<file path="config.mk">
export PLATFORM = sky130hd
export DESIGN_NAME = approx_pp_accumulator
export DESIGN_NICKNAME = d
export VERILOG_FILES = /design/src/rtl/approx_mult_pkg.sv /design/src/rtl/csa_3to2.sv /design/src/rtl/approx_pp_accumulator.sv
export SDC_FILE = /design/constraint.sdc
export NUM_CORES = 1
export LEC_CHECK = 0
export CAP_MARGIN = 20
export CORE_MARGIN = 8
export CORE_UTILIZATION = 52
export DETAILED_ROUTE_END_ITERATION = 8
export MAX_ROUTING_LAYER = met4
export PLACE_DENSITY = 0.8
export SLEW_MARGIN = 25
export SYNTH_ARGS = -nofsm -noshare
export SYNTH_HDL_FRONTEND = slang
export SYNTH_SLANG_ARGS = --single-unit
</file>
<file path="constraint.sdc">
create_clock -name clk -period 2.85 [get_ports clk]
set_clock_uncertainty 0.05 [all_clocks]
set_input_delay 0.4275 -clock clk [delete_from_list [all_inputs] [get_ports clk]]
set_output_delay 0.4275 -clock clk [all_outputs]
set_load 0.005 [all_outputs]
</file>
<file path="src/rtl/approx_mult_pkg.sv">
// Shared definitions for the approximate multiplier front end.
//   state_t    : accumulator control states
//   col_mask   : column mask that clears the t low-order product columns
//   comp_const : half-truncated-LSB rounding compensation for a given t
package approx_mult_pkg;

  localparam int unsigned DEFAULT_WIDTH = 16;

  typedef enum logic [1:0] {
    IDLE  = 2'd0,
    ACCUM = 2'd1,
    DONE  = 2'd2
  } state_t;

  // Callers size-cast the 64-bit result down to their product width.
  function automatic logic [63:0] col_mask(input int unsigned t);
    if (t >= 64) return 64'd0;
    return 64'hFFFF_FFFF_FFFF_FFFF << t;
  endfunction

  function automatic logic [63:0] comp_const(input int unsigned t);
    if (t == 0) return 64'd0;
    return 64'd1 << (t - 1);
  endfunction

endpackage

</file>
<file path="src/rtl/csa_3to2.sv">
// Bitwise 3:2 carry-save compressor.
//   x, y, z : three W-bit addends
//   sum     : x ^ y ^ z
//   carry   : majority(x, y, z) shifted left one column, truncated to W bits
module csa_3to2 #(
  parameter int unsigned W = 32
) (
  input  logic [W-1:0] x,
  input  logic [W-1:0] y,
  input  logic [W-1:0] z,
  output logic [W-1:0] sum,
  output logic [W-1:0] carry
);

  logic [W-1:0] maj;

  assign sum   = x ^ y ^ z;
  assign maj   = (x & y) | (x & z) | (y & z);
  assign carry = maj << 1;

endmodule

</file>
<file path="src/rtl/approx_pp_accumulator.sv">
// Sequential partial-product accumulator feeding a three-operand adder.
// One partial-product row per cycle is carry-save accumulated; the low t
// columns of each row are masked off (t = min(in_trunc, WIDTH)).
//
// Optional feature macro: APPROX_COMP_EN
//   defined   -> out_c = 2^(t-1) for t >= 1, else 0
//   undefined -> out_c = 0, no compensation logic
//
// Ports:
//   clk, rst_n           clock, async active-low reset
//   in_valid/in_ready    operand handshake (in_a, in_b, in_trunc)
//   out_valid/out_ready  result handshake (out_a, out_b, out_c, out_cin)
//   busy                 high while accumulating or holding a result
module approx_pp_accumulator
  import approx_mult_pkg::*;
#(
  parameter int unsigned WIDTH = DEFAULT_WIDTH,
  parameter int unsigned TW    = $clog2(WIDTH) + 1
) (
  input  logic                 clk,
  input  logic                 rst_n,
  input  logic                 in_valid,
  output logic                 in_ready,
  input  logic [WIDTH-1:0]     in_a,
  input  logic [WIDTH-1:0]     in_b,
  input  logic [TW-1:0]        in_trunc,
  output logic                 out_valid,
  input  logic                 out_ready,
  output logic [2*WIDTH-1:0]   out_a,
  output logic [2*WIDTH-1:0]   out_b,
  output logic [2*WIDTH-1:0]   out_c,
  output logic                 out_cin,
  output logic                 busy
);

  localparam int unsigned PW = 2 * WIDTH;
  localparam int unsigned KW = $clog2(WIDTH);

  state_t          state_q, state_d;
  logic [WIDTH-1:0] a_q, b_q;
  logic [TW-1:0]    t_q;
  logic [KW-1:0]    k_q;
  logic [PW-1:0]    s_q, c_q;

  logic [TW-1:0]    t_clamp;
  logic [PW-1:0]    mask;
  logic [PW-1:0]    a_ext;
  logic [PW-1:0]    row;
  logic [PW-1:0]    s_next, c_next;

  assign t_clamp = (32'(in_trunc) > WIDTH) ? TW'(WIDTH) : in_trunc;

  assign mask  = PW'(col_mask(32'(t_q)));
  assign a_ext = PW'(a_q);
  assign row   = b_q[k_q] ? ((a_ext << k_q) & mask) : '0;

  csa_3to2 #(.W(PW)) u_csa (
    .x     (s_q),
    .y     (c_q),
    .z     (row),
    .sum   (s_next),
    .carry (c_next)
  );

  always_ff @(posedge clk or negedge rst_n) begin
    if (!rst_n) state_q <= IDLE;
    else        state_q <= state_d;
  end

  // Handshake outputs depend on state_q only, never on in_valid/out_ready.
  always_comb begin
    state_d   = state_q;
    in_ready  = 1'b0;
    out_valid = 1'b0;
    busy      = 1'b0;
    case (state_q)
      IDLE: begin
        in_ready = 1'b1;
        if (in_valid) state_d = ACCUM;
      end
      ACCUM: begin
        busy = 1'b1;
        if (k_q == KW'(WIDTH - 1)) state_d = DONE;
      end
      DONE: begin
        busy      = 1'b1;
        out_valid = 1'b1;
        if (out_ready) state_d = IDLE;
      end
      default: state_d = IDLE;
    endcase
  end

  always_ff @(posedge clk or negedge rst_n) begin
    if (!rst_n) begin
      a_q <= '0;
      b_q <= '0;
      t_q <= '0;
      k_q <= '0;
      s_q <= '0;
      c_q <= '0;
    end else begin
      case (state_q)
        IDLE: begin
          if (in_valid) begin
            a_q <= in_a;
            b_q <= in_b;
            t_q <= t_clamp;
            k_q <= '0;
            s_q <= '0;
            c_q <= '0;
          end
        end
        ACCUM: begin
          s_q <= s_next;
          c_q <= c_next;
          k_q <= k_q + KW'(1);
        end
        default: ;
      endcase
    end
  end

  assign out_a   = s_q;
  assign out_b   = c_q;
  assign out_cin = 1'b0;

`ifdef APPROX_COMP_EN
  assign out_c = PW'(comp_const(32'(t_q)));
`else
  assign out_c = '0;
`endif

endmodule

</file>
==> summary.txt <==
Flow run
  • Max Cap Violations: 0

Power
  • Sw Share: 0.408
  • Static leakage: 3.05 nW
  • Seq pwr share: 0.320
  • Total power: 7.44 mW
  • P_int: 4.40 mW
  • Comb power frac: 0.498
  • P_sw: 3.04 mW
  • Pwr dens: roughly 950 nW/µm²
  • Clock power frac: 0.182
  • VDD IR max: roughly 0.0005 V

Synthesis
  • Largest cells by area after synthesis: dfrtp_1 (41%), fa_1 (9.4%), mux2_2 (7.4%)
  • Synth area leader: dfrtp_1
  • Post-Syn Instances: 656
  • Netlist cell types: between 40 and 50
  • Synthesized flop and latch total: 106
  • Synthesized cell area: 6410 µm²
  • Synth async-reset ratio: 1.00
  • Proportion of netlist area held by the largest area contributor: 0.414
  • Dominant synthesized flop cell: dfrtp_1
  • Mean Syn Cell Area: roughly 9.8 µm²
  • Number of flops mapped to enable cells by yosys: 0
  • Synth warnings: 0
  • Post-synthesis sequential area ratio: 0.414

Final layout
  • Final nets: 825
  • Layout cells sized above 1: 0.109
  • Multi-input gate area: 3200 µm²
  • Core Util, Final: 0.655
  • Filler Cell Count: 976
  • N_diodes: 0
  • Area grow syn2layout: 22.7%
  • Register area: 2650 µm²

Setup path
  • CP max FO: 32
  • Kind of critical path: reg -> reg
  • Max incr delay on CP: 0.45 ns
  • Critical path cell sequence: buf_12, mux2_2, nand2_1, o21ai_0, o221a_2, o2111ai_1, fa_1, o21ai_0
  • Top cell by count, worst path: o21ai_0
  • Largest delay contributor family on the critical path: compound AO/OA/AOI/OAI gates
  • CP endpoint kind: register
  • CP startpoint kind: register
  • Critical path arrival: between 2 and 3 ns
  • Worst path bufs/invs: 1
  • FF-to-FF setup slack: 0.16 ns
  • Slowest cell on the critical path: fa_1
  • CP startpoint: k_q[0]
  • Critical Path RT: 3.06 ns
  • Reg2reg start: k_q[0]

Status
  • Run status: completed

STA
  • Endpoints failing hold: 0
  • Final setup fails: 0
  • Worst slew margin: 0.548
  • RSZ-0062 raised after global routing: no
  • Period minus WS final: roughly 2.7 ns
  • Setup TNS: 0 ns
  • Tightest Pin Transition: 0.660 ns
  • Max Freq: 372 MHz
  • Slew Viols, Final: 0
  • Fin crit share: 0.944

Floorplan
  • Row cnt: 40
  • Chip height: 127 µm
  • Starting Density: 0.534
  • Die ar.: 16100 µm²
  • Die X: 127 µm
  • IO Count: 141
  • Core area: between 10000 and 15000 µm²

GRT
  • GRT Total Usage: 0.214
  • GRT busiest layer: met2
  • Global route total overflow: 0
  • Vias in the first global route: between 5000 and 6000
  • Met1 usage: 0.277
  • First-pass GRT wire length: 27.0 mm
  • Initial antenna violation count: 0
  • Largest net degree at the start of global routing: 62
  • Met3 global-route usage: 0.0433
  • Met2 usage: 0.329

Clock network
  • Num CTS Buffers: 9
  • Max Buffers Root-to-Sink: 2
  • TritonCTS clock tree: done
  • Clock root buffer: clkbuf_16
  • Setup bufs post-CTS: 0
  • Clk_lat worst skew: 0.35 ns
  • CTS clk-pin slew, worst paths: 0.07 ns
  • CTS Sinks: about 110
  • H-tree Lvls: 3

Routing
  • Wirelength per Cell: 18.1 µm
  • Vias/cell: roughly 5.6
  • Routed via count: 5006
  • DRT Pass-1 Iters: 5
  • Initial DRC count: approximately 450
  • Total Wirelength: 16.3 mm
  • # DRC: 0
  • Post-route ant nets: 0

Placed design
  • HPWL Detailed: 12.5 mm
  • # port buffers: 106
  • GPL Wtd Cong: 0.932

Worst hold path
  • Hold crit path type: in -> async
-- repair_timing --
item | in CTS | in global routing
gates resized for setup | 0 | 0
endpoints found under the hold margin | 11 | 0
hold buffers | 1 | 0
-- flip-flops by register name, summed over array words and instances, names as in the netlist --
| register | flops |
|---|---|
| k_q | 4 |
| out_a | 32 |
| state_q | 2 |
| t_q | 5 |
| out_b | 31 |
| b_q | 16 |
| a_q | 16 |
-- per-layer routing --
metal  vias to the layer above  part of all wire
li1                       2326                 -
met1                      2466              0.44
met2                       190              0.48
met3                        24             0.060
met4                         0             0.021
met5                         -                 0
-- layout make-up --
class / count / share of cell area
Clock buffer: 13 / 0.0331
Clock inverter: 2 / 0.00763
Inverter: 67 / 0.0320
Multi-Input combinational cell: 441 / 0.407
Sequential cell: 106 / 0.337
Tap cell: 147 / 0.0234
Timing Repair Buffer: 124 / 0.160
-- metrics by stage --
step / hold WS, ns / cells / area (µm²) / worst slack [ns]
after global placement: 0.236 / 884 / 7540 / 0.247
final: 0.407 / 900 / 7870 / 0.159
after CTS: 0.406 / 900 / 7870 / 0.205
after detailed placement: 0.240 / 884 / 7540 / 0.214
after global routing: 0.425 / 900 / 7870 / 0.0803
after floorplan: 0.0819 / 689 / 6540 / 0.347
-- cells in the final DEF (no fill, tap or decap), types with 2 or more instances in the layout --
| cell | n |
|---|---|
| mux2i_1 | 26 |
| mux4_2 | 4 |
| dfrtp_1 | 106 |
| inv_1 | 67 |
| buf_12 | 5 |
| nor2_1 | 12 |
| a21oi_1 | 7 |
| clkdlybuf4s50_1 | 105 |
| o21ai_0 | 82 |
| nand3_1 | 12 |
| o2111ai_1 | 11 |
| and2_1 | 5 |
| fa_1 | 30 |
| a22oi_1 | 7 |
| nor3_1 | 4 |
| a21o_1 | 4 |
| or3b_1 | 3 |
| conb_1 | 34 |
| clkbuf_16 | 9 |
| mux2_2 | 42 |
| or2_2 | 2 |
| a221o_1 | 2 |
| nor2b_1 | 6 |
| clkbuf_8 | 2 |
| o22ai_1 | 5 |
| a22o_1 | 8 |
| bufinv_16 | 2 |
| and3_1 | 2 |
| clkbuf_1 | 2 |
| nand2_1 | 96 |
| nand2b_1 | 10 |
| nand4_1 | 7 |
| buf_4 | 13 |
| ha_1 | 5 |
-- power groups by stage --
stage / logic [mW] / registers [mW] / clock network (mW)
finish: 3.71 / 2.38 / 1.35
global route: 4.09 / 2.45 / 1.43
CTS: 3.69 / 2.37 / 1.38
detailed placement: 3.67 / 2.41 / 0
global placement: 3.61 / 2.38 / 0
floorplan: 2.55 / 2.20 / 0
-- cells by family (layout without fill, tap and decap cells) --
logic type,count (synthesis),after routing,synth area share
flops,106,106,0.414
compound gates,136,136,0.128
simple gates,164,164,0.117
mux,72,72,0.128
buf+inv,142,206,0.109
fa+ha+maj,35,35,0.103
other cells,1,34,0.000585
-- cell usage after synthesis, types with 3 or more instances --
library cell,count
dfrtp_1,106
nand2_1,96
o21ai_0,83
inv_1,67
mux2_2,42
buf_4,34
clkbuf_1,31
fa_1,30
mux2i_1,26
nand3_1,12
nor2_1,12
o2111ai_1,11
nand2b_1,10
a22o_1,8
a21oi_1,7
a22oi_1,7
nand4_1,7
nor2b_1,6
and2_1,5
ha_1,5
o22ai_1,5
a21o_1,4
buf_2,4
mux4_2,4
nor3_1,4
buf_1,3
or3b_1,3
-- final timing paths --
kind | endpoint | cells past startpoint
setup / recovery | out_a[16] | 8
hold / removal | out_a[23] | 2
setup reg to reg | out_a[16] | 8
hold reg to reg | out_a[27] | 2
max in group asynchronous | a_q[9] | 3
min in group clk | out_a[27] | 2
No activity file was read; power rests on OpenSTA's default activity.
==> variant, RTL diff (same flow settings) <==
The package constant `DEFAULT_WIDTH` goes from 16 to 32.
--- a/src/rtl/approx_mult_pkg.sv
+++ b/src/rtl/approx_mult_pkg.sv
@@ -5,5 +5,5 @@
 package approx_mult_pkg;
 
-  localparam int unsigned DEFAULT_WIDTH = 16;
+  localparam int unsigned DEFAULT_WIDTH = 32;
 
   typedef enum logic [1:0] {
Ports: changed (6 resized); port bits go from 141 to 270. No check against the original RTL was run, so the function may have changed too.
==> variant against the unedited design <==
  * Via count grew 130%
  * The flow now finishes with violations (setup timing)
  * Synthesized area grew 110%
  * Sequential share of layout area shrank 4.9 points
  * Total power increased to 2.6 times the old value
  * Sequential cell count grew 98
  * Global-route usage is 6.1 points higher
  * Combinational power grew to 3.3 times the old value
  * Clock power increased by 110%
  * Cell area rose by 130%
  * Setup slack got worse by 340 ps
  * Routed wire length grew to 2.7 times the old value
==> variant: results (changes against the unedited design) <==
power share of the combinational group: 62.7% (was 49.8%)
Power Total: 19.36 mW (was 7.443 mW)
Final GP Congestion: 0.9976 (was 0.9319)
critical path's top delay family: simple AND/OR/NAND/NOR gates (was compound AO/OA/AOI/OAI gates)
Power Internal: 11.16 mW (was 4.404 mW)
nets: 1794 (was 825)
status: finished with violations (was finished clean)
htree depth: 1 (was 3)
worst setup margin: -184.8 ps (was 158.9 ps)
Clk Latency, worst-skew pair: 530 ps (was 350 ps)
Initial DRC Count: 1094 (was 453)
DP Area: 0.01657 mm^2 (was 0.007537 mm^2)
slowest cell on the critical path: fa_2 (was fa_1)
gr usage total: 27.53% (was 21.38%)
hpwl dp: 33400 um (was 12470 um)
placed cell count: 1944 (was 884)
FILL cells: 1893 (was 976)
Cell variety after synth: 68 (was 46)
Max FO, Critical Path: 13 (was 32)
share of cells above drive strength 1: 24.86% (was 10.89%)
failing checks: setup timing
peak supply drop: 0.0006336 V (was 0.0005032 V)
Final Setup Violations: 50 (was 0)
Adder-Cell Fraction of Synth Area: 9.810% (was 10.34%)
post-synthesis mux area share: 17.54% (was 12.84%)
Num CTS Buffers: 22 (was 9)
number of flip-flops in the largest register: 64 (was 32)
first-pass GRT wire length: 66700 um (was 27000 um)
Max Root-Sink Buffers: 3 (was 2)
Compound-Gate Fraction of Synth Area: 12.34% (was 12.80%)
CP arrival: 3390 ps (was 2910 ps)
Max-slew headroom: 59.51% (was 54.83%)
Synth area leaders: dfrtp_1 38%, fa_1 9.3%, mux2_2 7.6%, mux4_2 5.7%, o21ai_0 5.5% (was dfrtp_1 41%, fa_1 9.4%, mux2_2 7.4%, o21ai_0 6.5%, nand2_1 5.6%)
variant: cell type report:
class                           count  share of cell area, %
Multi-Input combinational cell    915                  41.63
Sequential cell                   204                  28.78
Timing Repair Buffer              374                  20.45
Clock buffer                       33                  3.501
Inverter                          135                  2.853
Tap cell                          330                  2.325
Clock inverter                      4                 0.4579
variant: final timing paths:
kind	start	end	slack, ps	depth (start not counted)
max in group asynchronous	rst_n	out_b[47]	1620	3
setup reg to reg	k_q[1]	out_a[22]	-180	10
min in group clk	b_q[24]	b_q[24]	460	1
hold / removal	rst_n	out_b[17]	410	2
setup / recovery	k_q[1]	out_a[22]	-180	10
hold reg to reg	b_q[24]	b_q[24]	460	1
variant: layer usage:
layer,wire (um),global-route usage [%]
met5,0,-
met4,1451,9.072
met3,2874,3.179
met2,20830,44.00
met1,18180,36.29
variant: repair_timing:
item,4_1_cts,5_1_grt
gates cloned,0,3
hold endpoints to repair,56,0
buffers inserted,4,6
pin swaps,16,14
resized for setup,50,87
hold buffers,1,0
endpoints found under the setup margin,107,109
